===== src/rtl/multicycle_ctrl.sv =====
// multicycle_ctrl: multi-cycle sequencer for the RV32 subset R_ALU, I_ALU,
// LOAD, STORE, BRANCH and JAL. It drives the per-state strobes for PC, IR,
// MDR, the register file, the ALU and a shared instruction/data memory port.
// The memory port uses a req/ready handshake with a wait-cycle timeout.
//
// Ports:
//   clk, rst          clock (rising edge), synchronous active-high reset
//   opcode[6:0]       IR[6:0]; valid from DECODE onward
//   branch_taken      datapath comparator result, used in EXEC
//   mem_ready         memory completes the current access this cycle
//   mem_req, mem_we   memory request and write enable
//   addr_sel          memory address: 0 = PC, 1 = ALU result
//   ir_write          load IR and OLD_PC
//   mdr_write         load MDR from memory read data
//   pc_write, pc_src  PC update; source 0 = PC+4, 1 = OLD_PC+imm
//   alu_op[2:0]       000 add, 001 branch cmp, 010 R-type, 011 I-type, 100 idle
//   alu_src           0 = rs2, 1 = immediate
//   imm_sel[1:0]      00 I/L, 01 S, 10 B, 11 J
//   reg_write         register file write strobe
//   wb_sel[1:0]       00 ALU, 01 MDR, 10 OLD_PC+4
//   halted            sticky trap indication
//   state_o[2:0]      current state code (debug)
module multicycle_ctrl #(
   parameter int unsigned MEM_TIMEOUT = 16
) (
   input  logic       clk,
   input  logic       rst,
   input  logic [6:0] opcode,
   input  logic       branch_taken,
   input  logic       mem_ready,
   output logic       mem_req,
   output logic       mem_we,
   output logic       addr_sel,
   output logic       ir_write,
   output logic       mdr_write,
   output logic       pc_write,
   output logic       pc_src,
   output logic [2:0] alu_op,
   output logic       alu_src,
   output logic [1:0] imm_sel,
   output logic       reg_write,
   output logic [1:0] wb_sel,
   output logic       halted,
   output logic [2:0] state_o
);

   typedef enum logic [2:0] {
      FETCH  = 3'd0,
      DECODE = 3'd1,
      EXEC   = 3'd2,
      MEM    = 3'd3,
      WB     = 3'd4,
      TRAP   = 3'd5
   } state_t;

   localparam logic [6:0] OP_R_ALU  = 7'b0110011;
   localparam logic [6:0] OP_I_ALU  = 7'b0010011;
   localparam logic [6:0] OP_LOAD   = 7'b0000011;
   localparam logic [6:0] OP_STORE  = 7'b0100011;
   localparam logic [6:0] OP_BRANCH = 7'b1100011;
   localparam logic [6:0] OP_JAL    = 7'b1101111;

   localparam logic [7:0] WAIT_LIMIT = 8'(MEM_TIMEOUT - 1);

   state_t     state;
   state_t     state_next;
   logic [7:0] wait_cnt;
   logic       mem_wait;
   logic       timeout;

   // A wait cycle is any FETCH/MEM cycle where the memory has not answered.
   assign mem_wait = ((state == FETCH) || (state == MEM)) && !mem_ready;
   assign timeout  = mem_wait && (wait_cnt == WAIT_LIMIT);

   always_ff @(posedge clk) begin
      if (rst) begin
         state    <= FETCH;
         wait_cnt <= '0;
      end else begin
         state <= state_next;
         if (state_next != state) begin
            wait_cnt <= '0;
         end else if (mem_wait) begin
            wait_cnt <= wait_cnt + 8'd1;
         end
      end
   end

   assign state_o = rst ? 3'd0 : state;

   always_comb begin
      state_next = state;
      mem_req    = 1'b0;
      mem_we     = 1'b0;
      addr_sel   = 1'b0;
      ir_write   = 1'b0;
      mdr_write  = 1'b0;
      pc_write   = 1'b0;
      pc_src     = 1'b0;
      alu_op     = 3'b100;
      alu_src    = 1'b0;
      imm_sel    = 2'b00;
      reg_write  = 1'b0;
      wb_sel     = 2'b00;
      halted     = 1'b0;

      // Outputs are forced to their idle values while rst is asserted so an
      // in-flight access is abandoned without firing any strobe.
      if (!rst) begin
         case (state)
            FETCH: begin
               mem_req = 1'b1;
               if (mem_ready) begin
                  ir_write   = 1'b1;
                  pc_write   = 1'b1;
                  state_next = DECODE;
               end else if (timeout) begin
                  state_next = TRAP;
               end
            end
            DECODE: begin
               case (opcode)
                  OP_STORE:  imm_sel = 2'b01;
                  OP_BRANCH: imm_sel = 2'b10;
                  OP_JAL:    imm_sel = 2'b11;
                  default:   imm_sel = 2'b00;
               endcase
               case (opcode)
                  OP_R_ALU, OP_I_ALU, OP_LOAD, OP_STORE, OP_BRANCH, OP_JAL:
                     state_next = EXEC;
                  default:
                     state_next = TRAP;
               endcase
            end
            EXEC: begin
               case (opcode)
                  OP_R_ALU: begin
                     alu_op     = 3'b010;
                     state_next = WB;
                  end
                  OP_I_ALU: begin
                     alu_op     = 3'b011;
                     alu_src    = 1'b1;
                     state_next = WB;
                  end
                  OP_LOAD, OP_STORE: begin
                     alu_op     = 3'b000;
                     alu_src    = 1'b1;
                     imm_sel    = (opcode == OP_STORE) ? 2'b01 : 2'b00;
                     state_next = MEM;
                  end
                  OP_BRANCH: begin
                     alu_op     = 3'b001;
                     imm_sel    = 2'b10;
                     pc_src     = 1'b1;
                     pc_write   = branch_taken;
                     state_next = FETCH;
                  end
                  OP_JAL: begin
                     imm_sel    = 2'b11;
                     pc_src     = 1'b1;
                     pc_write   = 1'b1;
                     reg_write  = 1'b1;
                     wb_sel     = 2'b10;
                     state_next = FETCH;
                  end
                  default: state_next = TRAP;
               endcase
            end
            MEM: begin
               mem_req  = 1'b1;
               addr_sel = 1'b1;
               mem_we   = (opcode == OP_STORE);
               alu_op   = 3'b000;
               alu_src  = 1'b1;
               imm_sel  = (opcode == OP_STORE) ? 2'b01 : 2'b00;
               if (mem_ready) begin
                  if (opcode == OP_LOAD) begin
                     mdr_write  = 1'b1;
                     state_next = WB;
                  end else begin
                     state_next = FETCH;
                  end
               end else if (timeout) begin
                  state_next = TRAP;
               end
            end
            WB: begin
               reg_write = 1'b1;
               case (opcode)
                  OP_R_ALU: alu_op = 3'b010;
                  OP_I_ALU: begin
                     alu_op  = 3'b011;
                     alu_src = 1'b1;
                  end
                  OP_LOAD: begin
                     alu_op  = 3'b000;
                     alu_src = 1'b1;
                     wb_sel  = 2'b01;
                  end
                  default: ;
               endcase
               state_next = FETCH;
            end
            TRAP: begin
               halted = 1'b1;
            end
            default: state_next = TRAP;
         endcase
      end
   end

endmodule


===== config.mk =====
export PLATFORM = sky130hd
export DESIGN_NAME = multicycle_ctrl
export DESIGN_NICKNAME = d
export VERILOG_FILES = /design/src/rtl/multicycle_ctrl.sv
export SDC_FILE = /design/constraint.sdc
export NUM_CORES = 1
export LEC_CHECK = 0
export CAP_MARGIN = 10
export CELL_PAD_IN_SITES_DETAIL_PLACEMENT = 2
export CELL_PAD_IN_SITES_GLOBAL_PLACEMENT = 2
export CORE_MARGIN = 2
export CORE_UTILIZATION = 23
export CTS_CLUSTER_SIZE = 40
export DETAILED_ROUTE_END_ITERATION = 8
export GPL_TIMING_DRIVEN = 0
export PLACE_DENSITY = 0.74
export SETUP_SLACK_MARGIN = 0.3
export SYNTH_ARGS = -nofsm -noshare
export SYNTH_HDL_FRONTEND = slang
export SYNTH_SLANG_ARGS = --single-unit
export TNS_END_PERCENT = 10

===== constraint.sdc =====
create_clock -name clk -period 1.92 [get_ports clk]
set_clock_uncertainty 0.2 [all_clocks]
set_input_delay 0.384 -clock clk [delete_from_list [all_inputs] [get_ports clk]]
set_output_delay 0.384 -clock clk [all_outputs]
set_load 0.01 [all_outputs]

==> impl_metrics.py <==
metrics = {
    "status": {
        "run_status": "finished, violations left",
        "failed_checks": "negative setup slack",
    },
    "synthesis": {
        "syn_area_sq_um": 1040,
        "netlist_instances": 139,
        "postSynth.topFlopCell": "sky130_fd_sc_hd__dfxtp_1",
        "asyncSetResetFlopFracSynth": 0,
        "share_of_yosys_cell_area_claimed_by_the_top_area_cell_type": 0.2118,
        "synthDistinctLibCells": 48,
        "synthesis.yosys.warnings": 0,
        "postSynthRegisterBits": 11,
        "synthTopCellsByArea": "sky130_fd_sc_hd__dfxtp_1, sky130_fd_sc_hd__nor3_2, sky130_fd_sc_hd__nor2_1, sky130_fd_sc_hd__nand2_1, sky130_fd_sc_hd__nor3_1",
        "dominant_cell_type_by_area_after_synthesis": "sky130_fd_sc_hd__dfxtp_1",
        "synth_fp_nets": 151,
        "synth_seq_area_share": 0.2118,
        "synthesis.area_per_instance_sq_um": 7.480,
        "number_of_flops_mapped_to_enable_cells_by_yosys": 0,
    },
    "min_path": {
        "hold_class": "reg2reg",
        "hold-path-cell-count": 2,
        "min_delay_worst_endpoint": "wait_cnt[1]$_SDFFE_PP0P_",
        "worstHoldStart": "wait_cnt[1]$_SDFFE_PP0P_",
    },
    "worst_setup_path": {
        "cp_bufs_invs": 2,
        "r2r_setup_slack_ns": -0.19,
        "regToRegStartpoint": "state[1]$_SDFF_PP0_",
        "worst_r2r_endpoint": "wait_cnt[1]$_SDFFE_PP0P_",
        "cp.arrival_ns": 1.69,
        "path_delay_family": "simple AND/OR/NAND/NOR gates",
        "critical_path.startpoint": "opcode[3]",
        "worstSetupEndpointType": "output pin",
        "worst_r2r_path_depth": 7,
        "critPathMaxFanout": 4,
        "timing.critical_path.cells": "buf_8 -> nand4bb_4 -> or3_4 -> nor4b_2 -> buf_2",
        "crit_slowest_cell": "sky130_fd_sc_hd__or3_4",
        "worst_setup_sp_type": "input pin",
        "path_class": "in2out",
        "cpPeakStageDelay_ns": 0.44,
        "timing.critical_path.required_ns": 1.34,
    },
    "grt": {
        "grt_use_met1": 0.2264,
        "grt_first_pass_wirelength_microns": 7866,
        "antenna_found_initial": 0,
        "global_route.usage.met3": 0.01406,
        "grt_pass1_vias": 1462,
        "grt_max_degree": 11,
        "busiest_layer": "met2",
        "grt_util_all_layers": 0.1985,
        "global_route.usage.met2": 0.3899,
        "grt_ovf": 0,
    },
    "layout": {
        "multi_input_area_sq_um": 1049,
        "final_nets": 214,
        "nFillCells": 481,
        "regArea_sq_um": 226.5,
        "area_delta_synth_final_pct": 87.36,
        "final_instance_area_sq_um": 1948,
        "drive_above_1_share": 0.6070,
        "n_antenna_cell": 0,
        "layoutNonFillerInstCount": 253,
    },
    "detailed_routing": {
        "drtPass1Iterations": 4,
        "vias_per_cell": 5.340,
        "routed_wire_length_per_instance_microns": 21.83,
        "route.detailed.drc": 0,
        "first_iter_violations": 34,
        "detail_route.wirelength_microns": 5522,
        "drtAntennaViolNets": 0,
        "num_vias": 1351,
    },
    "sta": {
        "fmax_mhz": 440.5,
        "final.setup.worst_slack_ns": -0.3501,
        "timing.final.max_slew_violations": 0,
        "setup_total_negative_slack_ns": -3.562,
        "period_needed_ns": 2.270,
        "max-slew-margin-rel": 0.6528,
        "fin_crit_sh": 1.182,
        "timing_worst_slew_pin_value_ns": 0.5161,
        "report.final.setup_viol": 19,
        "grt_setup_unrepaired": "true",
        "hold_violations": 0,
    },
    "floorplanning": {
        "start_util": 0.2388,
        "dieWidth_microns": 71.24,
        "core_area_sq_um": 4354,
        "fp.dieArea_sq_um": 5074,
        "die_height_microns": 71.24,
        "placement_rows": 24,
        "design.portCount": 31,
    },
    "clock_tree": {
        "ctsLongestPathBuffers": 2,
        "number_of_clock_sinks_seen_by_cts": 11,
        "numCtsBuffers": 3,
        "clock_tree_root_buffer_cell": "sky130_fd_sc_hd__clkbuf_8",
        "h-tree-depth": 1,
        "cts.hold.buffers_added": 0,
        "tritoncts": "built",
        "worst_skew_pair.late_latency_ns": 0.24,
        "clk_pin_slew_ns": 0.05,
    },
    "placed_design": {
        "dpl-instance-area_sq_um": 1450,
        "dp.final_hpwl_microns": 3182,
        "port_buffers": 30,
        "post-place-cells": 221,
        "finalWeightedCongestion": 0.8110,
    },
    "run": {
        "timing.max_cap.violations": 0,
    },
    "power": {
        "leakage_dissipation_nw": 0.7660,
        "power_density_nw_per_um2": 433.5,
        "vdd_ir_drop_max_v": 0.0003112,
    },
}
==> worst max path at each step <==
stage / end / slack, ns / cells after the start
floorplan: mdr_write / -0.12 / 4
CTS: mdr_write / -0.32 / 6
detailed placement: mdr_write / -1.33 / 6
global route: alu_op[0] / -0.39 / 8
global placement: imm_sel[0] / -1.27 / 7
finish: wb_sel[0] / -0.35 / 5
==> worst min-delay path: stages, from the launching register on <==
cell and delay (ns):
sky130_fd_sc_hd__dfxtp_1 0.36, sky130_fd_sc_hd__mux2i_1 0.10, sky130_fd_sc_hd__nor3_2 0.10
==> logic make-up (layout without fill, tap and decap cells) <==
logic type                 Yosys count  after routing  synth area share
buffers and inverters               10             72           0.03851
DFF                                 11             11            0.2118
AOI/OAI and AO/OA                   24             24            0.1781
muxes                                1              1          0.009627
xor gates and xnor gates             9              9           0.08303
adders and majority gates            1              1           0.01203
and+or+nand+nor                     83             83            0.4669
==> cell usage in the layout, fill, tap and decap left out, types with 2 or more instances in the layout <==
cell,n
sky130_fd_sc_hd__nor2b_1,2
sky130_fd_sc_hd__a21oi_1,3
sky130_fd_sc_hd__inv_2,2
sky130_fd_sc_hd__buf_6,10
sky130_fd_sc_hd__dfxtp_2,2
sky130_fd_sc_hd__clkdlybuf4s15_2,2
sky130_fd_sc_hd__nor2_2,3
sky130_fd_sc_hd__nand2b_1,2
sky130_fd_sc_hd__nor2_1,10
sky130_fd_sc_hd__nand2_1,13
sky130_fd_sc_hd__buf_4,26
sky130_fd_sc_hd__clkbuf_8,4
sky130_fd_sc_hd__nor2_4,3
sky130_fd_sc_hd__xor2_1,4
sky130_fd_sc_hd__dfxtp_1,8
sky130_fd_sc_hd__o21ai_0,2
sky130_fd_sc_hd__buf_8,5
sky130_fd_sc_hd__xnor2_1,3
sky130_fd_sc_hd__nor2b_4,2
sky130_fd_sc_hd__nor4_4,2
sky130_fd_sc_hd__and2_4,2
sky130_fd_sc_hd__nand3_1,3
sky130_fd_sc_hd__nor3_2,10
sky130_fd_sc_hd__a21oi_4,2
sky130_fd_sc_hd__inv_1,2
sky130_fd_sc_hd__and3_4,2
sky130_fd_sc_hd__nand2b_4,3
sky130_fd_sc_hd__buf_2,16
sky130_fd_sc_hd__nor3b_2,2
sky130_fd_sc_hd__nor3_1,5
sky130_fd_sc_hd__nand3_2,2
==> final cells by class <==
| cell class | count | area share |
|---|---|---|
| Multi-Input combinational cell | 118 | 0.5382 |
| Timing Repair Buffer | 58 | 0.2396 |
| Sequential cell | 11 | 0.1162 |
| Buffer | 6 | 0.04175 |
| Tap cell | 52 | 0.03340 |
| Clock buffer | 4 | 0.02312 |
| Inverter | 4 | 0.007707 |
==> per-layer routing <==
metal  vias up  wire length (microns)  share of wire
li1        635                      -              -
met1       667                   2086           0.38
met2        34                   3130           0.57
met3        15                    160          0.029
met4         0                    144          0.026
met5         -                      0              0
==> cell usage after synthesis (all sizes together), types with 2 or more instances <==
cell type and count:
or2 2, and2 3, inv 4, dfxtp 11, nand3 5, a21oi 5
clkbuf 3, nand2b 5, and3 3, nor3 16, nor4b 2, nand2 14
nor3b 2, a2bb2oi 2, a221oi 2, nor2b 5, xnor2 4, nor4 4
xor2 5, nor2 16, buf 3, o21ai 4
==> what timing repair did <==
| item | in CTS | in global routing |
|---|---|---|
| setup endpoints to repair | 31 | 31 |
| setup buffers | 17 | 11 |
| pin swaps | 21 | 12 |
| gates resized for setup | 183 | 20 |
==> registers in the layout, summed over array words and instances, names as in the netlist <==
name      count
wait_cnt      8
state         3
==> power breakdown <==
| part | internal, mW | total, mW | switching, mW |
|---|---|---|---|
| registers | 0.237 | 0.249 | 0.0123 |
| logic | 0.164 | 0.360 | 0.196 |
| clock network | 0.146 | 0.236 | 0.0895 |
==> per-stage QoR <==
| stage | hold WS (ns) | worst slack (ns) | util | power, mW |
|---|---|---|---|---|
| global route | 0.4144 | -0.3917 | 0.4474 | 0.8863 |
| global placement | 0.3277 | -1.268 | 0.3330 | 0.4783 |
| finish | 0.4025 | -0.3501 | 0.4474 | 0.8445 |
| detailed placement | 0.3486 | -1.330 | 0.3330 | 0.4920 |
| floorplan | 0.3125 | -0.1212 | - | 0.3901 |
| CTS | 0.3811 | -0.3200 | 0.4057 | 0.7866 |
Note: power is estimated with default switching activity, not from simulation.
